`config.mk`:
```
export PLATFORM = sky130hd
export DESIGN_NAME = updown_counter_param
export DESIGN_NICKNAME = d
export VERILOG_FILES = /design/src/rtl/updown_counter_param.sv
export SDC_FILE = /design/constraint.sdc
export NUM_CORES = 1
export LEC_CHECK = 0
export BUFFER_PORTS_ARGS = -buffer_cell sky130_fd_sc_hd__buf_2
export CAP_MARGIN = 25
export CORE_MARGIN = 3
export CORE_UTILIZATION = 30
export DETAILED_ROUTE_END_ITERATION = 6
export SKIP_CTS_REPAIR_TIMING = 1
export SLEW_MARGIN = 10
export SYNTH_ARGS = -nofsm -noshare
export SYNTH_HDL_FRONTEND = slang
export SYNTH_SLANG_ARGS = --single-unit
```
`constraint.sdc`:
```
create_clock -name clk_in -period 6.55 [get_ports clk_in]
set_input_delay 0.9825 -clock clk_in [delete_from_list [all_inputs] [get_ports clk_in]]
set_output_delay 0.9825 -clock clk_in [all_outputs]
set_load 0.01 [all_outputs]
```
`src/rtl/updown_counter_param.sv`:
```
// updown_counter_param: bus-programmable bouncing up/down counter.
// Define UDC_STEP_EN to add the STEP register (addr 4); otherwise the step is fixed at 1.
module updown_counter_param #(
    parameter int WIDTH = 8
) (
    input  logic             clk_in,
    input  logic             reset_in,
    input  logic             ncs_in,
    input  logic             nwr_in,
    input  logic             nrd_in,
    input  logic [2:0]       addr_in,
    input  logic [WIDTH-1:0] din_in,
    output logic [WIDTH-1:0] dout_out,
    input  logic             start_in,
    input  logic             hold_in,
    output logic [WIDTH-1:0] count_out,
    output logic             dir_out,
    output logic             err_out,
    output logic             ec_out,
    output logic             busy_out
);
    typedef enum logic [1:0] {IDLE, RUN, DONE, ERR} state_t;
    state_t state;
    logic [WIDTH-1:0] plr, ulr, llr, ccr, step, hits, hits_n, rd_data, next;
    logic [WIDTH:0] sum_up, diff;
    logic start_q1, start_q2, start_edge, illegal, hit, wr, rd;
`ifdef UDC_STEP_EN
    logic [WIDTH-1:0] step_r;
    assign step = step_r;
    assign illegal = llr >= ulr || plr < llr || plr > ulr || step == '0;
`else
    assign step = WIDTH'(1);
    assign illegal = llr >= ulr || plr < llr || plr > ulr;
`endif
    assign wr = !ncs_in && !nwr_in;
    assign rd = !ncs_in && nwr_in && !nrd_in;
    assign start_edge = start_q1 && !start_q2;
    assign busy_out = state == RUN;
    assign hits_n = hits + WIDTH'(1);
    // Extra bit keeps the sum/difference from wrapping before clamping to a limit
    assign sum_up = {1'b0, count_out} + {1'b0, step};
    assign diff = {1'b0, count_out} - {1'b0, step};
    assign next = dir_out ? (sum_up >= {1'b0, ulr} ? ulr : sum_up[WIDTH-1:0])
                          : ((diff[WIDTH] || diff[WIDTH-1:0] <= llr) ? llr : diff[WIDTH-1:0]);
    assign hit = next == (dir_out ? ulr : llr);
    always_comb begin
        rd_data = '0;
        case (addr_in)
            3'd0: rd_data = plr;
            3'd1: rd_data = ulr;
            3'd2: rd_data = llr;
            3'd3: rd_data = ccr;
`ifdef UDC_STEP_EN
            3'd4: rd_data = step_r;
`endif
            3'd5: rd_data = count_out;
            3'd6: rd_data = WIDTH'({busy_out, ec_out, err_out, dir_out});
            default: rd_data = '0;
        endcase
    end
    always_ff @(posedge clk_in or negedge reset_in) begin
        if (!reset_in) begin
            state <= IDLE;
            plr <= '0;
            ulr <= '1;
            llr <= '0;
            ccr <= '0;
`ifdef UDC_STEP_EN
            step_r <= WIDTH'(1);
`endif
            hits <= '0;
            count_out <= '0;
            dir_out <= 1'b1;
            err_out <= 1'b0;
            ec_out <= 1'b0;
            dout_out <= '0;
            start_q1 <= 1'b0;
            start_q2 <= 1'b0;
        end else begin
            start_q1 <= start_in;
            start_q2 <= start_q1;
            if (rd) dout_out <= rd_data;
            if (wr && !busy_out) begin
                case (addr_in)
                    3'd0: plr <= din_in;
                    3'd1: ulr <= din_in;
                    3'd2: llr <= din_in;
                    3'd3: ccr <= din_in;
`ifdef UDC_STEP_EN
                    3'd4: step_r <= din_in;
`endif
                    default: ;
                endcase
            end
            if (state != RUN && start_edge) begin
                err_out <= illegal;
                ec_out <= 1'b0;
                state <= illegal ? ERR : RUN;
                if (!illegal) begin
                    count_out <= plr;
                    dir_out <= plr != ulr;
                    hits <= '0;
                end
            end else if (state == RUN && !hold_in) begin
                count_out <= next;
                if (hit) begin
                    hits <= hits_n;
                    dir_out <= !dir_out;
                    if (ccr != '0 && hits_n == ccr) begin
                        state <= DONE;
                        ec_out <= 1'b1;
                    end
                end
            end
        end
    end
endmodule

```
==> results of run 1 <==
[cell usage after synthesis (2+ instances only)]
| library cell | instances | area share |
|---|---|---|
| a21oi_1 | 28 | 0.029 |
| clkbuf_1 | 15 | 0.012 |
| nand2b_1 | 4 | 0.0052 |
| a221oi_1 | 5 | 0.0091 |
| o211a_1 | 2 | 0.0042 |
| buf_4 | 2 | 0.0031 |
| nand3_1 | 17 | 0.018 |
| mux2_2 | 35 | 0.082 |
| xnor2_1 | 22 | 0.040 |
| o31a_1 | 3 | 0.0055 |
| nor3b_2 | 2 | 0.0052 |
| o21a_1 | 3 | 0.0047 |
| o2bb2ai_1 | 7 | 0.013 |
| nor4_1 | 4 | 0.0052 |
| dfrtp_1 | 54 | 0.28 |
| nor3_1 | 3 | 0.0031 |
| or2_2 | 3 | 0.0039 |
| xor2_1 | 14 | 0.026 |
| a21o_1 | 13 | 0.020 |
| a31oi_1 | 5 | 0.0065 |
| o2111ai_1 | 2 | 0.0036 |
| o21ai_0 | 23 | 0.024 |
| inv_1 | 25 | 0.020 |
| buf_2 | 4 | 0.0042 |
| a211oi_1 | 3 | 0.0047 |
| and3_1 | 3 | 0.0039 |
| nand4_1 | 7 | 0.0091 |
| nor3_2 | 2 | 0.0042 |
| o22ai_1 | 3 | 0.0039 |
| o31ai_1 | 2 | 0.0031 |
| mux4_2 | 5 | 0.023 |
| dfstp_2 | 9 | 0.049 |
| o211ai_1 | 4 | 0.0062 |
| nor2b_1 | 4 | 0.0052 |
| mux2i_1 | 15 | 0.031 |
| ha_1 | 42 | 0.11 |
| nand2_1 | 27 | 0.021 |
| nor2_1 | 38 | 0.030 |
[metal layers]
| layer | vias up | wire, um | global-route usage | part of all wire |
|---|---|---|---|---|
| met5 | - | 0 | 0 | 0 |
| met4 | 0 | 194 | 0.0387 | 0.014 |
| met3 | 20 | 768 | 0.0232 | 0.057 |
| met2 | 113 | 6350 | 0.248 | 0.47 |
| met1 | 1922 | 6220 | 0.214 | 0.46 |
| li1 | 1857 | - | - | - |
[state kept, by name, indices dropped and copies added, names as in the netlist]
name and cells:
dir_out 1, dout_out 8, ec_out 1, ccr 8, llr 8, plr 8
err_out 1, hits 8, state 2, count_out 8, start_q2 1, ulr 8
start_q1 1
[layout by cell type (no fill, tap or decap), drive strengths merged, types with 3 or more instances in the layout]
cell type and count:
o21ai 25, nor2b 4, xor2 15, mux2 35, a221oi 5, a21o 13, or2 3, nor3 5
o21a 4, nor2 39, a31oi 6, o211ai 5, nand3 17, xnor2 23, clkbuf 9, mux4 5
and3 3, nand4 7, nand2b 4, a211oi 3, nor3b 3, clkinv 3, dfrtp 54, buf 39
bufinv 3, mux2i 15, nand2 27, ha 42, o31ai 3, dfstp 9, o2bb2ai 7, a21oi 28
nor4 5, o22ai 3, inv 26, o31a 3
[kinds of logic (layout without fill, tap and decap cells)]
kind of cell,Yosys count,in the layout,share of synthesized area
AND/OR/NAND/NOR,124,124,0.131
AO/OA/AOI/OAI,120,120,0.173
multiplexers,55,55,0.137
XOR/XNOR,39,39,0.0771
flip-flops,63,63,0.330
buffers and inverters,49,81,0.0424
adder cells (fa/ha/maj),42,42,0.109
[worst max path at each step]
stage | from | end | slack, ns | cells after the start
2_1_floorplan | count_out[0] | hits[5] | 3.18 | 14
3_3_place_gp | count_out[0] | hits[5] | 2.61 | 13
3_5_place_dp | count_out[0] | hits[5] | 2.43 | 13
4_1_cts | count_out[0] | hits[5] | 2.43 | 13
5_1_grt | count_out[0] | hits[5] | 2.13 | 13
6_report | count_out[0] | hits[5] | 2.39 | 13
[stage by stage]
stage / instance area, um2 / power (mW)
6_report: 5510 / 2.82
3_3_place_gp: 5160 / 2.20
4_1_cts: 5510 / 2.82
2_1_floorplan: 4810 / 1.85
5_1_grt: 5510 / 3.03
3_5_place_dp: 5160 / 2.25
[report_power, final]
| part | switching [mW] | internal, mW | leakage, nW |
|---|---|---|---|
| Combinational | 0.825 | 0.668 | 1.50 |
| Sequential | 0.255 | 0.517 | 0.766 |
| Clock | 0.183 | 0.373 | 0.166 |
[area by class of cell]
type,count,area share
clock buffer,9,0.0409
clock inverter,7,0.0218
inverter,26,0.0177
multi-input combinational,380,0.547
sequential,63,0.288
tap,211,0.0479
timing repair buffer,39,0.0363
==> reports/metrics.cfg, run 1 <==
[run_status]
status=finished clean

[worst_hold_path]
min_from=start_q1
worstHoldPathCells=0
hold_class=register to register
hold_end=start_q2

[floorplanning]
fp-row-count=45
initial_utilization=0.312
die_h_um=133
core_area_um2=15400
io_pins=38
die_w_um=133
die_area_um2=17600

[grt]
overflow=0
grt_max_degree=64
grtUsageTotal=0.153
antenna_found_initial=0
grt_pass1_wl_mm=21.4
grt_pass1_vias=3843

[cells_and_area]
ff_latch_area_um2=1590
drive_gt1_frac=0.233
final_cell_count_no_fill=735
area_delta_synth_final_pct=14.6
fill_cells=1562
final_nets=579
utilization=0.357
n_antenna_cell=0
multi_input_area_um2=3010

[routing]
vias=3912
dr.pass1.iters=5
drt_iter0_drc=295
avgViaCountPerCell=5.32
wl_per_cell_um=18.4
detail-route-antenna-nets=0
wl_mm=13.5
drc=0

[placement]
place_inst=719
hpwl_mm=10.4
place_ws_ns=2.43
io_buffers=37
routabilityCongestion=0.891

[synth]
synth-edff-count=0
synth-seq-area-share=0.330
synth_cell_types=71
synth_nets=552
ys_seq_elements=63
synthArstFlopShare=1.00
syn-cell-area_um2=4810
syn_avg_cell_area_um2=9.77
netlist_instances=492
yosysWarnings=0
ys.flop_type=dfrtp_1

[setup_path]
path_class=register to register
reg2regPathDepth=13
path_max_fanout=16
r2r_setup_slack_ns=2.39
r2r-start=count_out[0]
critPathLaunchType=register
cpPeakStageDelay_ns=0.67
worst_ep_arrival_time_ns=4.38
critical_path_required_ns=6.77
worstReg2RegEnd=hits[5]
cp_cell_sequence=inv_1 > ha_1 > and3b_1 > xor2_1 > ha_1 > nand2_1 > o21a_1 > a221o_1 > a31oi_2 > o31ai_4 > o211ai_2 > nor4_2 > a211o_1
cp_common_cell=ha_1
endpoint_kind=register
crit_slowest_cell=dfrtp_1
cp_top_family=compound AO/OA/AOI/OAI gates
cp_num_buf_inv=1

[timing]
finalHoldViolCount=0
fin_ws_ns=2.39
holdWs_ns=0.388
setup_viol=0
grt_setup_unrepaired=false
worst_pin_slew_ns=0.836
relSlewSlack=0.441
fin_skew_ns=0.00914
tns_ns=0
period_minus_slack_ns=4.16
clock.fmax_mhz=240
fin_crit_sh=0.635
slew_violations=0

[power_and_ir_drop]
peakVddDrop_v=0.000207
power_density_nw_per_um2=512
leakagePower_nw=2.44

[clock_tree]
cts_max_level=3
clockRootBuffer=clkbuf_16
cts.clk_slew.worst_paths_ns=0.06
cts_buffer_depth=2
cts_tree=yes
cts_buffers=9
clock_latency_ns=0.33
clock_sinks=63

[job]
max_cap_viol_count=0

(Power assumes the default switching activity.)
==> run 2, diff against run 1 <==
--- a/config.mk
+++ b/config.mk
@@ -5,6 +5,7 @@
 export SDC_FILE = /design/constraint.sdc
 export NUM_CORES = 1
 export LEC_CHECK = 0
+export ABC_AREA = 1
 export BUFFER_PORTS_ARGS = -buffer_cell sky130_fd_sc_hd__buf_2
 export CAP_MARGIN = 25
 export CORE_MARGIN = 3
==> constraint.sdc (replaced) <==
create_clock -name clk_in -period 3.35 [get_ports clk_in]
set_input_delay 0.5025 -clock clk_in [delete_from_list [all_inputs] [get_ports clk_in]]
set_output_delay 0.5025 -clock clk_in [all_outputs]
set_load 0.01 [all_outputs]
==> reports/metrics.cfg, run 2 <==
[floorplanning]
initial_utilization=0.311
fp-row-count=45
die_w_um=132
io_pins=38
die_h_um=132
die_area_um2=17600
core_area_um2=15400

[grt]
grt_max_degree=45
grt_pass1_vias=4263
overflow=0
grtUsageTotal=0.169
antenna_found_initial=0
grt_pass1_wl_mm=23.3

[cells_and_area]
utilization=0.386
mostFrequentLayoutCells=178 x nand2_1, 83 x inv_1, 67 x o21ai_0, 59 x nand3_1, 54 x dfrtp_1
area_delta_synth_final_pct=23.9
layout_commonest_cell=nand2_1
n_antenna_cell=0
drive_gt1_frac=0.201
final_nets=793
fill_cells=1657
multi_input_area_um2=3040
ff_latch_area_um2=1590

[clock_tree]
cts_max_level=3
clock_latency_ns=0.33
cts_tree=yes
cts_buffer_depth=2
clock_sinks=63
cts_buffers=9
cts.clk_slew.worst_paths_ns=0.05
clockRootBuffer=clkbuf_16

[timing]
fin_crit_sh=0.952
setup_viol=0
clock.fmax_mhz=313
period_minus_slack_ns=3.19
finalHoldViolCount=0
slew_violations=0
worst_pin_slew_ns=0.880
relSlewSlack=0.409
grt_setup_unrepaired=true
fin_skew_ns=0.00597
tns_ns=0

[synth]
syn-cell-area_um2=4800
ys.flop_type=dfrtp_1
yosysTopAreaCell=dfrtp_1
yosysWarnings=0
synthTopCellsByArea=dfrtp_1 28%, nand2_1 15%, ha_1 11%
yosysMostFrequentCell=nand2_1
ys_seq_elements=63
synth-edff-count=0
synth-seq-area-share=0.331
netlist_instances=670
synth.top_cell.area_share=0.282
syn_avg_cell_area_um2=7.16
synthArstFlopShare=1.00
synth_nets=730
synth_cell_types=41
synth_common_cells=187 x nand2_1, 85 x inv_1, 67 x o21ai_0, 66 x nand3_1, 54 x dfrtp_1

[power_and_ir_drop]
power_density_nw_per_um2=970
leakagePower_nw=2.83
peakVddDrop_v=0.000372

[setup_path]
critPathLaunchType=register
critical_path_required_ns=3.61
path_class=register to register
reg2regPathDepth=25
worst_ep_arrival_time_ns=3.45
endpoint_kind=register
path_max_fanout=9

[routing]
drt_iter0_drc=393
dr.pass1.iters=5
drc=0
avgViaCountPerCell=4.91
wl_per_cell_um=15.9
detail-route-antenna-nets=0
vias=4664
wl_mm=15.1

[job]
max_cap_viol_count=0

[placement]
io_buffers=37
routabilityCongestion=0.942
hpwl_mm=11.6

[worst_hold_path]
hold_class=input port to async pin

[run_status]
status=finished clean

run 2: metrics by stage:
stage | cell area, um2 | total power, mW | hold slack, ns | instances | setup WS [ns]
after global routing | 5950 | 6.31 | 0.0854 | 949 | -0.0758
after global placement | 5330 | 4.38 | 0.361 | 921 | 0.0946
after detailed placement | 5330 | 4.39 | 0.358 | 921 | 0.0217
final | 5950 | 5.77 | 0.0722 | 949 | 0.160
after floorplan | 4800 | 3.44 | 0.207 | 670 | 0.328
after CTS | 5620 | 5.32 | 0.268 | 937 | 0.0151
run 2: cell families after synthesis:
| logic type | count (synthesis) | synth area share |
|---|---|---|
| AND/OR/NAND/NOR | 316 | 0.293 |
| adder cells (fa/ha/maj) | 42 | 0.109 |
| buffers and inverters | 107 | 0.0860 |
| AO/OA/AOI/OAI | 120 | 0.141 |
| XOR/XNOR | 22 | 0.0401 |
| flip-flops | 63 | 0.331 |
run 2: worst paths after layout:
| path | start | to | slack [ns] |
|---|---|---|---|
| max in group asynchronous | reset_in | ulr[5] | 2.51 |
| hold reg to reg | start_q1 | start_q2 | 0.37 |
| hold / removal | reset_in | ec_out | 0.07 |
| min in group clk_in | start_in | start_q1 | 0.28 |
| setup reg to reg | count_out[0] | hits[5] | 0.16 |
| setup / recovery | count_out[0] | hits[5] | 0.16 |
run 2: report_power, final:
group          total (mW)  internal, mW  leakage, nW  switching, mW
logic                3.63          1.38         1.88           2.24
clock network       0.896         0.572        0.142          0.324
registers            1.25         0.985        0.801          0.260
run 2: worst max-delay path: stages, from the launching register on:
cell and delay [ns]:
dfrtp_1 0.40, inv_2 0.10, ha_4 0.15, nand3_4 0.08, nor2_4 0.11, nand2_2 0.07, xor2_2 0.21, inv_2 0.06
ha_4 0.27, nand4_1 0.11, nor3_2 0.22, a21oi_4 0.11, nand2_4 0.13, nand2_2 0.04, o21ai_1 0.06, nand2_1 0.07
nand2_1 0.11, nand2_1 0.06, nand2_1 0.06, nand2_2 0.06, nor2_4 0.11, nand2_2 0.08, nand2_4 0.13, buf_6 0.15
nand3_2 0.06, nand2_1 0.08
run 2: final cells by class:
type                    count  share of cell area
clock inverters             6              0.0103
clock buffers              10              0.0385
well taps                 211              0.0444
repair buffers             67              0.0717
multi-input cells         502               0.511
flip-flops and latches     63               0.267
inverters                  90              0.0576
run 2: metal layers:
metal  wire [um]  part of all wire  vias to the layer above  GRT usage
met5           0                 0                        -          0
met4         266             0.018                        0     0.0502
met3        1030             0.069                       23     0.0304
met2        6570              0.44                      169      0.254
met1        7210              0.48                     2125      0.247
li1            -                 -                     2347          -
